### config.mk
export PLATFORM = sky130hd
export DESIGN_NAME = bcd_tally_display
export DESIGN_NICKNAME = d
export VERILOG_FILES = /design/src/rtl/bcd_tally_display_pkg.sv /design/src/rtl/bcd_tally_display_seg7_decode.sv /design/src/rtl/bcd_tally_display.sv
export SDC_FILE = /design/constraint.sdc
export NUM_CORES = 1
export LEC_CHECK = 0
export CORE_ASPECT_RATIO = 0.8
export CORE_MARGIN = 2
export CORE_UTILIZATION = 45
export DETAILED_ROUTE_END_ITERATION = 10
export PLACE_DENSITY_LB_ADDON = 0.25
export SETUP_SLACK_MARGIN = 0.15
export SKIP_LAST_GASP = 1
export SLEW_MARGIN = 20
export SYNTH_ARGS = -nofsm -noshare
export SYNTH_HDL_FRONTEND = slang
export SYNTH_SLANG_ARGS = --single-unit
### constraint.sdc
create_clock -name clock_i -period 2.8 [get_ports clock_i]
set_input_delay 0.56 -clock clock_i [delete_from_list [all_inputs] [get_ports clock_i]]
set_output_delay 0.56 -clock clock_i [all_outputs]
set_load 0.1 [all_outputs]
### src/rtl/bcd_tally_display_pkg.sv
`default_nettype none
// ============================================================================
// Module      : bcd_tally_display_pkg
// Description : Shared 7-segment codes (active-low {g,f,e,d,c,b,a}) and
//               digit-select type for the BCD tally display.
// Revision    : 1.0 - initial release
// ============================================================================
package bcd_tally_display_pkg;

    // Decimal digit glyphs, active-low {g,f,e,d,c,b,a}
    localparam logic [6:0] SEG_0     = 7'h40;
    localparam logic [6:0] SEG_1     = 7'h79;
    localparam logic [6:0] SEG_2     = 7'h24;
    localparam logic [6:0] SEG_3     = 7'h30;
    localparam logic [6:0] SEG_4     = 7'h19;
    localparam logic [6:0] SEG_5     = 7'h12;
    localparam logic [6:0] SEG_6     = 7'h02;
    localparam logic [6:0] SEG_7     = 7'h78;
    localparam logic [6:0] SEG_8     = 7'h00;
    localparam logic [6:0] SEG_9     = 7'h10;

    // Status glyphs: "E", "r", "-" and all segments off
    localparam logic [6:0] SEG_E     = 7'h06;
    localparam logic [6:0] SEG_R     = 7'h2F;
    localparam logic [6:0] SEG_DASH  = 7'h3F;
    localparam logic [6:0] SEG_BLANK = 7'h7F;

    // Largest legal BCD digit
    localparam logic [3:0] BCD_MAX   = 4'd9;

    // Which digit of the display is currently lit
    typedef enum logic {
        DIG_UNITS = 1'b0,
        DIG_TENS  = 1'b1
    } digit_sel_e;

endpackage : bcd_tally_display_pkg
`default_nettype wire

### src/rtl/bcd_tally_display_seg7_decode.sv
`default_nettype none
// ============================================================================
// Module      : seg7_decode
// Description : Combinational BCD to active-low 7-segment decoder. Values
//               above 9 decode to a blank digit.
// Revision    : 1.0 - initial release
// ============================================================================
module seg7_decode
    import bcd_tally_display_pkg::*;
(
    input  logic [3:0] bcd_i,
    output logic [6:0] seg_o
);

    // Digit lookup; anything outside 0-9 is blanked
    always_comb begin
        seg_o = SEG_BLANK;
        case (bcd_i)
            4'd0:    seg_o = SEG_0;
            4'd1:    seg_o = SEG_1;
            4'd2:    seg_o = SEG_2;
            4'd3:    seg_o = SEG_3;
            4'd4:    seg_o = SEG_4;
            4'd5:    seg_o = SEG_5;
            4'd6:    seg_o = SEG_6;
            4'd7:    seg_o = SEG_7;
            4'd8:    seg_o = SEG_8;
            4'd9:    seg_o = SEG_9;
            default: seg_o = SEG_BLANK;
        endcase
    end

endmodule : seg7_decode
`default_nettype wire

### src/rtl/bcd_tally_display.sv
`default_nettype none
// ============================================================================
// Module      : bcd_tally_display
// Description : Counts completed 0->9 runs of the upstream units counter as a
//               saturating BCD tens digit, raises a sticky timeout at LIMIT
//               and scans a two-digit active-low 7-segment display.
// Revision    : 1.0 - initial release
// ============================================================================
module bcd_tally_display
    import bcd_tally_display_pkg::*;
#(
    parameter int unsigned SCAN_DIV = 50000,  // cycles each digit is lit (>= 2)
    parameter logic [7:0]  LIMIT    = 8'h30   // packed BCD {tens, units}
) (
    input  logic       clock_i,
    input  logic       reset_i,
    input  logic [3:0] bcd_i,
    input  logic       run_i,
    input  logic       error_i,
    output logic [3:0] tens_o,
    output logic       timeout_o,
    output logic       bad_digit_o,
    output logic [6:0] seg_o,
    output logic [1:0] an_o
);

    localparam int CNT_W = (SCAN_DIV > 1) ? $clog2(SCAN_DIV) : 1;
    localparam logic [CNT_W-1:0] CNT_LAST = CNT_W'(SCAN_DIV - 1);

    // Tally state
    logic [3:0]       prev_units_q;
    logic [3:0]       tens_q, tens_d;
    logic             timeout_q, timeout_d;
    logic             bad_digit_q;

    // Scan state
    logic [CNT_W-1:0] scan_cnt_q, scan_cnt_d;
    digit_sel_e       sel_q, sel_d;
    logic [6:0]       seg_q, seg_d;
    logic [1:0]       an_q, an_d;

    // Combinational helpers
    logic             clear_w;
    logic             wrap_w;
    logic             at_limit_w;
    logic             bcd_bad_w;
    logic [6:0]       units_dec_w, tens_dec_w;
    logic [6:0]       units_seg_w, tens_seg_w;

    assign clear_w    = ~run_i | error_i;
    assign wrap_w     = (prev_units_q == BCD_MAX) && (bcd_i == 4'd0) && ~clear_w;
    assign at_limit_w = ({tens_q, bcd_i} >= LIMIT);
    assign bcd_bad_w  = (bcd_i > BCD_MAX);

    // One decoder per digit position
    seg7_decode u_dec_units (
        .bcd_i (bcd_i),
        .seg_o (units_dec_w)
    );

    seg7_decode u_dec_tens (
        .bcd_i (tens_q),
        .seg_o (tens_dec_w)
    );

    // Tens counter and sticky timeout; the clear takes priority over a wrap
    always_comb begin
        tens_d    = tens_q;
        timeout_d = timeout_q;
        if (clear_w) begin
            tens_d    = 4'd0;
            timeout_d = 1'b0;
        end else begin
            if (wrap_w && (tens_q != BCD_MAX)) begin
                tens_d = tens_q + 4'd1;
            end
            if (at_limit_w) begin
                timeout_d = 1'b1;
            end
        end
    end

    // Scan divider: count 0..SCAN_DIV-1, flip the lit digit at the terminal count
    always_comb begin
        scan_cnt_d = scan_cnt_q + {{(CNT_W-1){1'b0}}, 1'b1};
        sel_d      = sel_q;
        if (scan_cnt_q == CNT_LAST) begin
            scan_cnt_d = '0;
            sel_d      = (sel_q == DIG_UNITS) ? DIG_TENS : DIG_UNITS;
        end
    end

    // Glyph selection for the currently lit digit; error overrides everything
    always_comb begin
        units_seg_w = error_i ? SEG_R : (bcd_bad_w ? SEG_DASH : units_dec_w);
        tens_seg_w  = error_i ? SEG_E : tens_dec_w;
        if (sel_q == DIG_UNITS) begin
            seg_d = units_seg_w;
            an_d  = 2'b10;
        end else begin
            seg_d = tens_seg_w;
            an_d  = 2'b01;
        end
    end

    // State registers; seg and an are captured together so they never skew
    always_ff @(posedge clock_i or posedge reset_i) begin
        if (reset_i) begin
            prev_units_q <= 4'd0;
            tens_q       <= 4'd0;
            timeout_q    <= 1'b0;
            bad_digit_q  <= 1'b0;
            scan_cnt_q   <= '0;
            sel_q        <= DIG_UNITS;
            seg_q        <= SEG_BLANK;
            an_q         <= 2'b11;
        end else begin
            prev_units_q <= bcd_i;
            tens_q       <= tens_d;
            timeout_q    <= timeout_d;
            bad_digit_q  <= bcd_bad_w;
            scan_cnt_q   <= scan_cnt_d;
            sel_q        <= sel_d;
            seg_q        <= seg_d;
            an_q         <= an_d;
        end
    end

    assign tens_o      = tens_q;
    assign timeout_o   = timeout_q;
    assign bad_digit_o = bad_digit_q;
    assign seg_o       = seg_q;
    assign an_o        = an_q;

endmodule : bcd_tally_display
`default_nettype wire

==> results.md, run 1 <==
- The setup total negative slack is 0 ns.
- Buffers placed on the I/O ports in this run total 22.
- The H-tree depth reported by CTS is 2.
- The core region is 3900 µm².
- Across the routed clock network, the largest skew measured is 0.00728 ns.
- After detailed routing, the wire length on met1 is 1.67 mm.
- The number of clock buffers added by TritonCTS is 5.
- The per-cell via count in the routed design is 5.36.
- The category of the critical setup timing path is in -> reg.
- The sequential fraction of the synthesis area is 48.6%.
- The number of search-and-repair iterations in the first detailed-routing pass is 4.
- After detailed routing, the average wire length per cell comes to 14.2 µm.
- The required arrival time at the worst endpoint is 3.01 ns.
- At the worst endpoint, the arrival time is 2.53 ns.
- The maximum number of pins on one net before global-route repair is 37.
- The worst register-to-register path begins at scan_cnt_q[7].
- The destination of the worst hold path is scan_cnt_q[0].
- The worst flop-to-flop path endpoint is scan_cnt_q[9].
- The instance area at placement is 2120 µm².
- The detailed router placed 1409 vias in this run.
- The area of all placed cells without fillers is 2220 µm².
- The total met3 wirelength after detailed routing is 144 µm.
- The predominant post-synthesis flop cell is dfrtp_1.
- The time the worst path needs with I/O delays and setup is 2.32 ns.
- The worst-case reg-to-reg path depth is 4.
- The clock latency at the later pin of the worst-skew pair is 0.29 ns.
- The floorplan step set the die height to 61.8 µm.
- The number of placement rows is 20.
- The setup slack on the worst flop-to-flop path is 0.89 ns.
- In the routed design, unresolved DRC markers number 0.
- Global routing used 17.9% of the available tracks across all layers.
- Timing would allow up to 431 MHz.
- The detailed router used layers up to and including met4.
- Setup repair after global routing left no endpoint under its margin.
- Yosys mapped a number of flops with a built-in enable equal to 0.
- The chip width is 76.2 µm.
- The via count of the first global-routing pass is 1387.
- For this run, asynchronously set or reset flops after synthesis account for 100%.
- The slowest library cell on the worst path is clkdlybuf4s50_1.
- The count of final max-slew check failures is 0.
- The clock transition time at the flip-flop clock pins of the worst setup and hold paths is 0.07 ns.
- Summed over all nets, wire length on met2 after detailed routing comes to 1.86 mm.
- The count of endpoints failing hold in the final timing report came to 0.
- The post-CTS resize count is 0.
- The initial antenna violation count is 0.
- No sink is reached through more buffers than the 2 on the longest clock path.
- For this run, the slowest stage of the critical path takes 0.52 ns.
- The buffer type at the clock tree root is clkbuf_8.
- In this run the most critical hold path is launched from scan_cnt_q[0].
- The weighted congestion reported at the end of routability-driven placement is 0.876.
- The total number of yosys warnings is 0.
- Across the VDD grid, the largest voltage drop is 0.266 mV.
- The number of nets in the layout is 226.
- The type of the worst min-delay path is reg -> reg.
- The number of antenna diodes in the final layout is 0.
- After detailed routing, the total wire length is 3.74 mm.
- At the pin with the least slew margin, the transition time is 0.585 ns.
- The half-perimeter wire length of the detailed placement result is 2.78 mm.
- The distinct cell type count of the synthesized netlist is 40.
- Of all nets on the critical path, the largest fanout is 7.
- After clock tree synthesis, the flow added hold-fix buffers numbering 0.
- The run finished with clean final reports.
- The mapped cell area is 1880 µm².
- The overflow left after global routing is 0.
- After clock tree synthesis, the setup repair step added 0 buffers.
- The count of cells along the worst hold path is 1.
- Counting every sink on the clock net gives 36.
- The category of the worst setup path launch point is an input pin.
- The endpoint type of the worst setup path is a flop.
- The max capacitance violation total is 0.
- In this run the count of I/O pins placed on the die edge is 23.
- Setup violations remaining at the end of the flow were counted as 0.
- The fraction of the cycle the final worst path needs is 82.9%.
- Synthesis inferred 36 register bits.
- TritonCTS built the clock tree.
- The static power due to leakage is 0.000996 µW.
- The detail route stage leaves a number of antenna-violating nets equal to 0.
- The hold slack is 0.451 ns.
- The mean post-synth cell area is 10.4 µm².
- The total power density per cell area is 474 nW/µm².
- The starting utilization of the core area is 48.1%.
- The floorplan die area is 4710 µm².
- Counting every instance in the synthesized netlist gives 181.
- The share of post-route cells with drive strength above 1 is 19.7%.
- Traced cell by cell, the critical path runs through clkdlybuf4s50_1 > inv_1 > ha_1 > nor4b_1 > nand3_1 > or3_1 > a21oi_1.
- The first global-routing pass estimated 6.38 mm of wire.
- The area added between synthesis and finish is 18.1%.
- When the netlist entered floorplanning its net count stood at 200.
- In this run, the number of DRC markers left after iteration 0 of detailed routing was 74.
- The remaining max-slew budget at the tightest pin is 60.7%.
sequential cells by signal, summed over array words and instances (netlist names):
register / flops
an_o: 2
timeout_o: 1
prev_units_q: 4
seg_o: 7
bad_digit_o: 1
scan_cnt_q: 16
sel_q: 1
tens_o: 4
synthesized netlist by cell type (all sizes together) (2+ instances only):
cell type  count  area, µm²
a211oi         3       22.5
a21oi         13       65.1
and3           4       25.0
and4           3       28.8
clkbuf         5       18.8
dfrtp         27        676
dfstp          9        236
ha            11        138
inv           10       37.5
mux2i          6       60.1
nand2          8       30.0
nand2b         3       18.8
nand3          7       35.0
nand4          2       12.5
nor2          18       67.6
nor2b          4       25.0
nor4           2       27.5
o211ai         4       30.0
o21ai          8       40.0
or3            3       18.8
or4b           2       27.5
xnor2         12        105
xor2           2       17.5
layout make-up:
type | instances | area, µm²
fillers | 349 | 1690
flip-flops and latches | 36 | 912
multi-input cells | 129 | 901
repair buffers | 25 | 205
clock buffers | 6 | 82.6
well taps | 55 | 68.8
inverters | 10 | 37.5
clock inverters | 2 | 10.0
cells in the final DEF (no fill, tap or decap), types with 2 or more instances in the layout:
cell type,n
dfrtp_1,27
nor2_1,18
buf_4,18
a21oi_1,13
xnor2_1,12
ha_1,11
inv_1,10
dfstp_2,9
nand2_1,8
o21ai_0,8
nand3_1,7
clkdlybuf4s50_1,7
mux2i_1,6
clkbuf_8,6
and3_1,4
nor2b_1,4
o211ai_1,4
nand2b_1,3
or3_1,3
a211oi_1,3
and4_2,2
or4b_4,2
xor2_1,2
nand4_1,2
clkinv_2,2
critical path: cells and delay by family:
kind / cells / cell delay (ns)
buf+inv: 2 / 0.67
simple gates: 3 / 0.99
fa+ha+maj: 1 / 0.17
compound gates: 1 / 0.15
layer usage:
metal	vias to the layer above	global-route usage, %
li1	684	-
met1	684	21.8
met2	34	31.2
met3	7	4.19
met4	0	9.09
met5	-	0
cells by family (layout without fill, tap and decap cells):
kind of cell               Yosys count  after routing  synth area share (%)
buffers and inverters               16             43                  3.40
DFF                                 36             36                  48.6
AOI/OAI and AO/OA                   34             34                  10.9
adders and majority gates           11             11                  7.33
xor gates and xnor gates            14             14                  6.53
and+or+nand+nor                     64             64                  20.0
muxes                                6              6                  3.20
report_power, final:
part / switching [µW] / internal, µW / total, µW
clock network: 184 / 196 / 380
registers: 3.70 / 536 / 539
logic: 95.6 / 35.4 / 131
total: 283 / 767 / 1050
metrics by stage:
stage          utilization [%]  std cells  power, µW  setup slack (ns)
6_report                  56.8        263       1050             0.480
5_1_grt                   56.8        263       1090             0.249
4_1_cts                   56.8        263       1060             0.490
3_5_place_dp              54.4        255        681             0.173
3_3_place_gp              54.4        255        678             0.308
2_1_floorplan                -        181        642             0.579
worst max path at each step:
stage                          from   endpoint  cells past startpoint
after floorplan           tens_o[1]  tens_o[3]                      6
after global placement     bcd_i[1]  tens_o[3]                      7
after detailed placement   bcd_i[1]  tens_o[3]                      7
after CTS                  bcd_i[1]  tens_o[3]                      7
after global routing       bcd_i[1]  tens_o[3]                      7
final                      bcd_i[1]  tens_o[3]                      7
No activity file was read; power rests on OpenSTA's default activity.
==> inputs of run 2 (changes only) <==
- clock period: 2.8 -> 2.05 ns (I/O delays scaled with it)
==> results.md, run 2 (same netlist as run 1, synthesis figures left out) <==
- The run finished with clean final reports.
- The critical path arrival is 1.99 ns (-0.54 ns).
- The clock transition time at the flip-flop clock pins of the worst setup and hold paths was 0.07 ns (about the same).
- The total power density per cell area was 646 nW/µm² (+36%).
- The instance area at placement is 2320 µm² (+9.1%).
- The aggregate routed wire length came to 3.69 mm (-1.3%).
- The total of buffers placed on input and output ports is 22 (unchanged).
- The slowest library cell on the worst path is clkdlybuf4s50_1.
- The number of search-and-repair iterations in the first detailed-routing pass is 4 (unchanged).
- The worst flop-to-flop path endpoint is sel_q.
- The count of endpoints failing hold in the final timing report is 0 (unchanged).
- The final-report setup violation count is 0 (unchanged).
- The category of the worst setup path launch point is an input pin.
- The signal on the critical path passes through clkdlybuf4s50_1 > inv_1 > buf_4 > ha_1 > o21bai_1 > o21a_1 > nor2_1 > o211ai_1.
- The total track usage is 18.5% (+0.54 points).
- The endpoint type of the worst setup path is a flop.
- The number of flip-flops in the largest register was 16 (unchanged).
- The per-cell via count in the routed design is 5.24 (-2.2%).
- The number of placement rows is 20 (unchanged).
- The total number of vias is 1415 (+0.43%).
- The area inside the core boundary was 3900 µm² (unchanged).
- The number of DRC violations after detailed-routing iteration 0 was 68 (-8.1%).
- The maximum buffer depth of the clock tree came to 2 (unchanged).
- The internal power of the cells is 1170 µW (+52%).
- After layout, the worst path uses 87.8% of the clock period.
- The number of filler cells placed in the layout is 327 (-6.3%).
- The buffer and inverter count on the worst path is 3 (+1).
- The number of sinks driven by the clock tree is 36 (unchanged).
- Leaving out fill and tap cells, the most frequent cells in the layout are dfrtp_1, nor2_1, buf_4, a21oi_1, xnor2_1.
- The count of final max-slew check failures is 0 (unchanged).
- The weighted congestion reported at the end of routability-driven placement is 0.758 (-13%).
- The remaining antenna violation count was 0 (unchanged).
- The area of all placed cells without fillers is 2440 µm² (+9.9%).
- The slew of the pin with the lowest slew margin is 0.470 ns (-0.115 ns).
- The flip-flop and latch area is 916 µm² (+0.41%).
- After layout, the minimum clock period comes to 1.80 ns.
- The post-cts hold buffer count came to 0 (unchanged).
- The height of the die is 61.8 µm (unchanged).
- The CTS tree is yes.
- The floorplan die area was 4710 µm² (unchanged).
- The library cell used most frequently in the layout, excluding fill and tap cells, is dfrtp_1.
- The chip width is 76.2 µm (unchanged).
- The maximum number of pins on one net before global-route repair is 37 (unchanged).
- The static power due to leakage is 0.00108 µW (+8.3%).
- The number of CTS-inserted buffers is 5 (unchanged).
- The launch point of the worst hold path is scan_cnt_q[0].
- The highest metal layer carrying signal wires in the routed design is met4.
- The worst-case reg-to-reg path depth is 4 (unchanged).
- The clock tree skew after final layout is 0.00765 ns (+0.000375 ns).
- The family with the most delay on the worst path is buffers and inverters.
- The portion of total power attributed to sequential cells is 47.1% (-4.2 points).
- The required arrival time at the worst endpoint came to 2.24 ns (-0.77 ns).
- The switching power as a share of total power was 25.7% (-1.3 points).
- The maximum single-stage delay on the critical path is 0.47 ns (-0.05 ns).
- The global-route wire length before repair is 6.67 mm (+4.5%).
- The area growth from synthesis to layout is 29.8%.
- The multi-input combinational cell area came to 907 µm² (+0.69%).
- Based on the critical path, the design can be clocked at up to 556 MHz.
- The sum of met2 wire segment lengths after detailed routing was 1.69 mm (-9.1%).
- The destination of the worst hold path is scan_cnt_q[0].
- The combinational share of power is 13.4% (+0.9 points).
- The starting utilization of the core area is 48.1% (unchanged).
- The clock latency at the later pin of the worst-skew pair was 0.29 ns (about the same).
- The total DRC errors in the routed layout is 0 (unchanged).
- The hold slack came to 0.462 ns (+0.0108 ns).
- The root buffer cell chosen for the clock tree is clkbuf_8.
- The category of the critical setup timing path is in -> reg.
- Setup repair after global routing left no endpoint under its margin.
- The remaining max-slew budget at the tightest pin is 68.7% (+8.0 points).
- The initial antenna violation count is 0 (unchanged).
- The H-tree depth reported by CTS came to 2 (unchanged).
- The number of antenna repair diodes is 0 (unchanged).
- The number of nets in the layout is 233 (+3.1%).
- The total met3 wirelength after detailed routing is 189 µm (+31%).
- The average routed wire per standard cell is 13.7 µm (-3.8%).
- The source of the worst register-to-register timing path is scan_cnt_q[7].
- The routed length on met1 is 1.74 mm (+3.7%).
- The register with the most flip-flops is scan_cnt_q.
- The peak fanout along the critical path is 5 (-2).
- The setup slack on the worst flop-to-flop path is 0.29 ns (-0.60 ns).
- The largest vdd supply drop was 0.436 mV (+64%).
- The overflow left after global routing is 0 (unchanged).
- The count of cells along the worst hold path is 1 (unchanged).
- The net switching power came to 404 µW (+43%).
- The half-perimeter wire length of the detailed placement result is 2.76 mm (-0.54%).
- The proportion of power drawn by the clock network is 39.5% (+3.3 points).
- The worst hold path belongs to the class reg -> reg.
- The via count of the first global-routing pass is 1453 (+4.8%).
- The number of top-level pins came to 23 (unchanged).
- The post-CTS setup buffer count is 0 (unchanged).
- The max capacitance violation total is 0 (unchanged).
- The share of post-route cells with drive strength above 1 was 24.2% (+4.5 points).
## run 2: layout make-up
| type | instances | share of cell area, % |
|---|---|---|
| Clock inverter | 3 | 1.75 |
| Timing Repair Buffer | 32 | 16.2 |
| Sequential cell | 36 | 37.6 |
| Inverter | 10 | 1.54 |
| Multi-Input combinational cell | 129 | 37.2 |
| Tap cell | 55 | 2.82 |
| Clock buffer | 5 | 2.82 |
## run 2: power groups by stage
| stage | Sequential [µW] | Clock (µW) | Combinational (µW) |
|---|---|---|---|
| after floorplan | 829 | 0 | 47.3 |
| after global placement | 754 | 0 | 208 |
| after detailed placement | 755 | 0 | 211 |
| after CTS | 741 | 639 | 212 |
| after global routing | 742 | 674 | 225 |
| final | 741 | 622 | 210 |
## run 2: stage by stage
step | cells | setup TNS, ns | utilization (%) | power, µW | setup slack (ns)
after global routing | 270 | 0 | 62.4 | 1640 | 0.159
after global placement | 262 | -0.0388 | 59.4 | 962 | -0.0374
after floorplan | 181 | 0 | - | 877 | 0.170
after CTS | 270 | 0 | 62.2 | 1590 | 0.239
final | 270 | 0 | 62.4 | 1570 | 0.251
after detailed placement | 262 | -0.105 | 59.4 | 966 | -0.0611
## run 2: how the worst max path moves through the flow
stage,end,startpoint,depth (start not counted),slack (ns)
2_1_floorplan,tens_o[3],tens_o[1],6,0.17
3_3_place_gp,tens_o[3],bcd_i[0],7,-0.04
3_5_place_dp,tens_o[3],bcd_i[0],7,-0.06
4_1_cts,tens_o[3],bcd_i[0],7,0.24
5_1_grt,seg_o[5],bcd_i[1],8,0.16
6_report,seg_o[5],bcd_i[1],8,0.25
## run 2: worst reg2reg max path: stages, from the launching register on
cell     delay [ns]
dfrtp_1        0.43
or4b_4         0.56
nor4_4         0.36
buf_4          0.22
xnor2_1        0.12
## run 2: what timing repair did
action,in CTS,in global routing
hold endpoints to repair,0,0
resized for setup,0,1
setup endpoints to repair,0,2
## run 2: routing by layer
layer	global-route usage, %	up-vias
met2	29.6	35
met5	0	-
met3	5.35	8
li1	-	693
met4	10.6	0
met1	23.3	679
==> inputs of run 3 (changes only) <==
- SYNTH_HIERARCHICAL: unset -> 1
- TNS_END_PERCENT: unset -> 5
==> results.md, run 3 <==
- Ranked by flip-flop count, first place goes to scan_cnt_q.
- The number of search-and-repair iterations in the first detailed-routing pass is 4 (unchanged).
- The share of post-route cells with drive strength above 1 is 21.1% (-3.1 points).
- The overflow left after global routing is 0 (unchanged).
- The maximum number of pins on one net before global-route repair is 37 (unchanged).
- The half-perimeter wire length of the detailed placement result is 2.67 mm (-3.2%).
- The largest individual stage delay along the critical path comes from the cell or4_4.
- The setup total negative slack is 0 ns (unchanged).
- The tree is rooted in a clkbuf_8.
- The critical path goes through or4_4 > nor4_4 > buf_4 > nor2_1.
- The number of placement rows came to 21 (+5.0%).
- The category of the worst setup path launch point is a flop.
- The total of flip-flops plus latches after synthesis is 36 (unchanged).
- The per-cell via count in the routed design was 4.93 (-6.0%).
- The maximum operating frequency came to 577 MHz (+3.7%).
- The total track usage was 17.3% (-1.1 points).
- The average routed wire per standard cell is 12.8 µm (-6.7%).
- The type of the worst min-delay path is in -> reg.
- The total power density per cell area is 624 nW/µm² (-3.3%).
- The peak fanout along the critical path came to 6 (+1).
- The clock transition time at the flip-flop clock pins of the worst setup and hold paths is 0.08 ns (about the same).
- The post-CTS setup buffer count is 0 (unchanged).
- The slew of the pin with the lowest slew margin is 0.510 ns (+0.0394 ns).
- Among all flip-flop cells after synthesis, the most frequent one is dfrtp_1.
- The initial antenna violation count is 0 (unchanged).
- The clock latency at the later pin of the worst-skew pair is 0.29 ns (about the same).
- The clock tree skew after final layout is 0.00855 ns (+0.000901 ns).
- The fraction of the cycle the final worst path needs was 84.6% (-3.2 points).
- The required arrival time at the worst endpoint is 2.23 ns (about the same).
- After synthesis, the cell types taking the most area are dfrtp_1, dfstp_2, ha_1.
- The static power due to leakage is 0.00110 µW (+1.5%).
- The number of antenna repair diodes is 0 (unchanged).
- The total DRC errors in the routed layout is 0 (unchanged).
- The number of CTS-inserted buffers is 5 (unchanged).
- The share of synthesized flip-flops with an asynchronous set or reset is 100% (unchanged).
- The instance area at placement is 2400 µm² (+3.3%).
- The max capacitance violation total came to 0 (unchanged).
- The worst-case reg-to-reg path depth came to 4 (unchanged).
- The number of top-level pins is 23 (unchanged).
- The H-tree depth reported by CTS is 2 (unchanged).
- STA classifies the critical path endpoint as a flop.
- The number of flip-flops in the largest register is 16 (unchanged).
- The number of enable flip-flop cells after synthesis is 0 (unchanged).
- By count the netlist is led by nor2_1, dfrtp_1, ha_1, o21ai_0.
- From synthesis to final layout, the design area changed by 27.1%.
- The sequential fraction of the synthesis area was 46.2% (-2.4 points).
- The worst-case setup slack after placement is -0.0516 ns (+0.00952 ns).
- TritonCTS built the clock tree.
- The via count of the first global-routing pass came to 1406 (-3.2%).
- The chip width came to 78.1 µm (+2.4%).
- The starting utilization of the core area is 47.0% (-1.1 points).
- The post-cts hold buffer count is 0 (unchanged).
- The global-route wire length before repair came to 6.58 mm (-1.2%).
- Tracing the worst setup path back leads to its startpoint at scan_cnt_q[10].
- In the layout the commonest cells are nor2_1, dfrtp_1, o21ai_0, ha_1, buf_4.
- The mean post-synth cell area is 9.68 µm² (-6.7%).
- The setup slack on the worst flop-to-flop path was 0.32 ns (+0.03 ns).
- The total of buffers placed on input and output ports is 22 (unchanged).
- The number of sinks driven by the clock tree is 36 (unchanged).
- The final-report setup violation count is 0 (unchanged).
- The time the worst path needs with I/O delays and setup is 1.73 ns (-0.0647 ns).
- The number of DRC violations after detailed-routing iteration 0 was 60 (-12%).
- The distinct cell type count of the synthesized netlist came to 36 (-10%).
- The biggest area contributor in the post-synthesis netlist is dfrtp_1.
- The remaining max-slew budget at the tightest pin was 66.0% (-2.6 points).
- The largest vdd supply drop is 0.468 mV (+7.4%).
- The top-area cell type share of the netlist area came to 34.2% (-1.8 points).
- The run finished with clean final reports.
- The most common cell in the synthesized netlist is nor2_1.
- The hold slack is 0.374 ns (-0.0879 ns).
- The mapped cell area was 1970 µm² (+5.2%).
- The count of final max-slew check failures was 0 (unchanged).
- The total number of vias was 1448 (+2.3%).
- The worst path setup slack after routing came to 0.316 ns (+0.0647 ns).
- The height of the die came to 63.2 µm (+2.4%).
- The count of endpoints failing hold in the final timing report is 0 (unchanged).
- The maximum buffer depth of the clock tree came to 2 (unchanged).
- The floorplan die area is 4940 µm² (+4.9%).
- The critical path arrival is 1.91 ns (-0.08 ns).
- The area inside the core boundary is 4200 µm² (+7.7%).
- The number of nets in the layout is 257 (+10%).
- The synthesized instance count is 204 (+13%).
- The category of the critical setup timing path is reg -> reg.
- The area of all placed cells without fillers was 2510 µm² (+3.0%).
- Setup repair after global routing left no endpoint under its margin.
- The remaining antenna violation count is 0 (unchanged).
- The endpoint of the most critical setup path is scan_cnt_q[15].
- The library cell used most frequently in the layout, excluding fill and tap cells, is nor2_1.
- The aggregate routed wire length came to 3.75 mm (+1.6%).
- The source of the worst register-to-register timing path is scan_cnt_q[10].
- The weighted congestion reported at the end of routability-driven placement was 0.821 (+8.3%).
- The total number of yosys warnings is 6 (+6).
- The worst register-to-register path ends at scan_cnt_q[15].
- The synthesized netlist net count is 225 (+13%).
- The maximum single-stage delay on the critical path is 0.58 ns (+0.11 ns).
run 3: final cells by class:
type | count | area, µm²
inverter | 10 | 37.5
timing repair buffer | 31 | 390
tap | 57 | 71.3
clock buffer | 5 | 68.8
multi-input combinational | 152 | 985
clock inverter | 3 | 42.5
fill | 374 | 1690
sequential | 36 | 915
run 3: timing repair:
item                       in CTS  in global routing
hold endpoints to repair        0                  0
setup endpoints to repair       0                  1
gates resized for setup         0                  1
run 3: worst min-delay path by stage:
stage	end	cells past startpoint	slack, ns	startpoint
after global routing	prev_units_q[0]	1	0.37	bcd_i[0]
after global placement	scan_cnt_q[0]	1	0.47	scan_cnt_q[0]
after floorplan	an_o[0]	0	0.39	sel_q
after detailed placement	scan_cnt_q[0]	1	0.48	scan_cnt_q[0]
after CTS	scan_cnt_q[0]	1	0.49	scan_cnt_q[0]
final	prev_units_q[0]	1	0.37	bcd_i[0]
run 3: power breakdown:
group	switching (µW)	internal, µW	total [µW]
clock	261	360	621
combinational	132	75.9	208
sequential	8.55	730	739
run 3: through the flow:
stage          std cells  power [µW]  util [%]
6_report             294        1570      59.7
5_1_grt              294        1640      59.7
4_1_cts              294        1590      59.6
3_5_place_dp         286         960      57.0
3_3_place_gp         286         959      57.0
2_1_floorplan        204         878         -
run 3: routing by layer:
| metal | global-route usage [%] | share of wire [%] | vias up |
|---|---|---|---|
| li1 | - | - | 751 |
| met1 | 24.7 | 52 | 663 |
| met2 | 25.0 | 41 | 27 |
| met3 | 5.87 | 5.1 | 7 |
| met4 | 5.26 | 1.6 | 0 |
| met5 | 0 | 0 | - |
run 3: worst max-delay path: cells and delay by family, from the launching register on:
family,cells,cell delay [ns]
buf+inv,1,0.21
simple gates,3,0.96
flops,1,0.45
run 3: logic make-up after synthesis:
group           share of synthesized area [%]
simple gates                             24.7
buf+inv                                  3.93
fa+ha+maj                                8.24
compound gates                           9.00
xor+xnor                                 7.98
flops                                    46.2
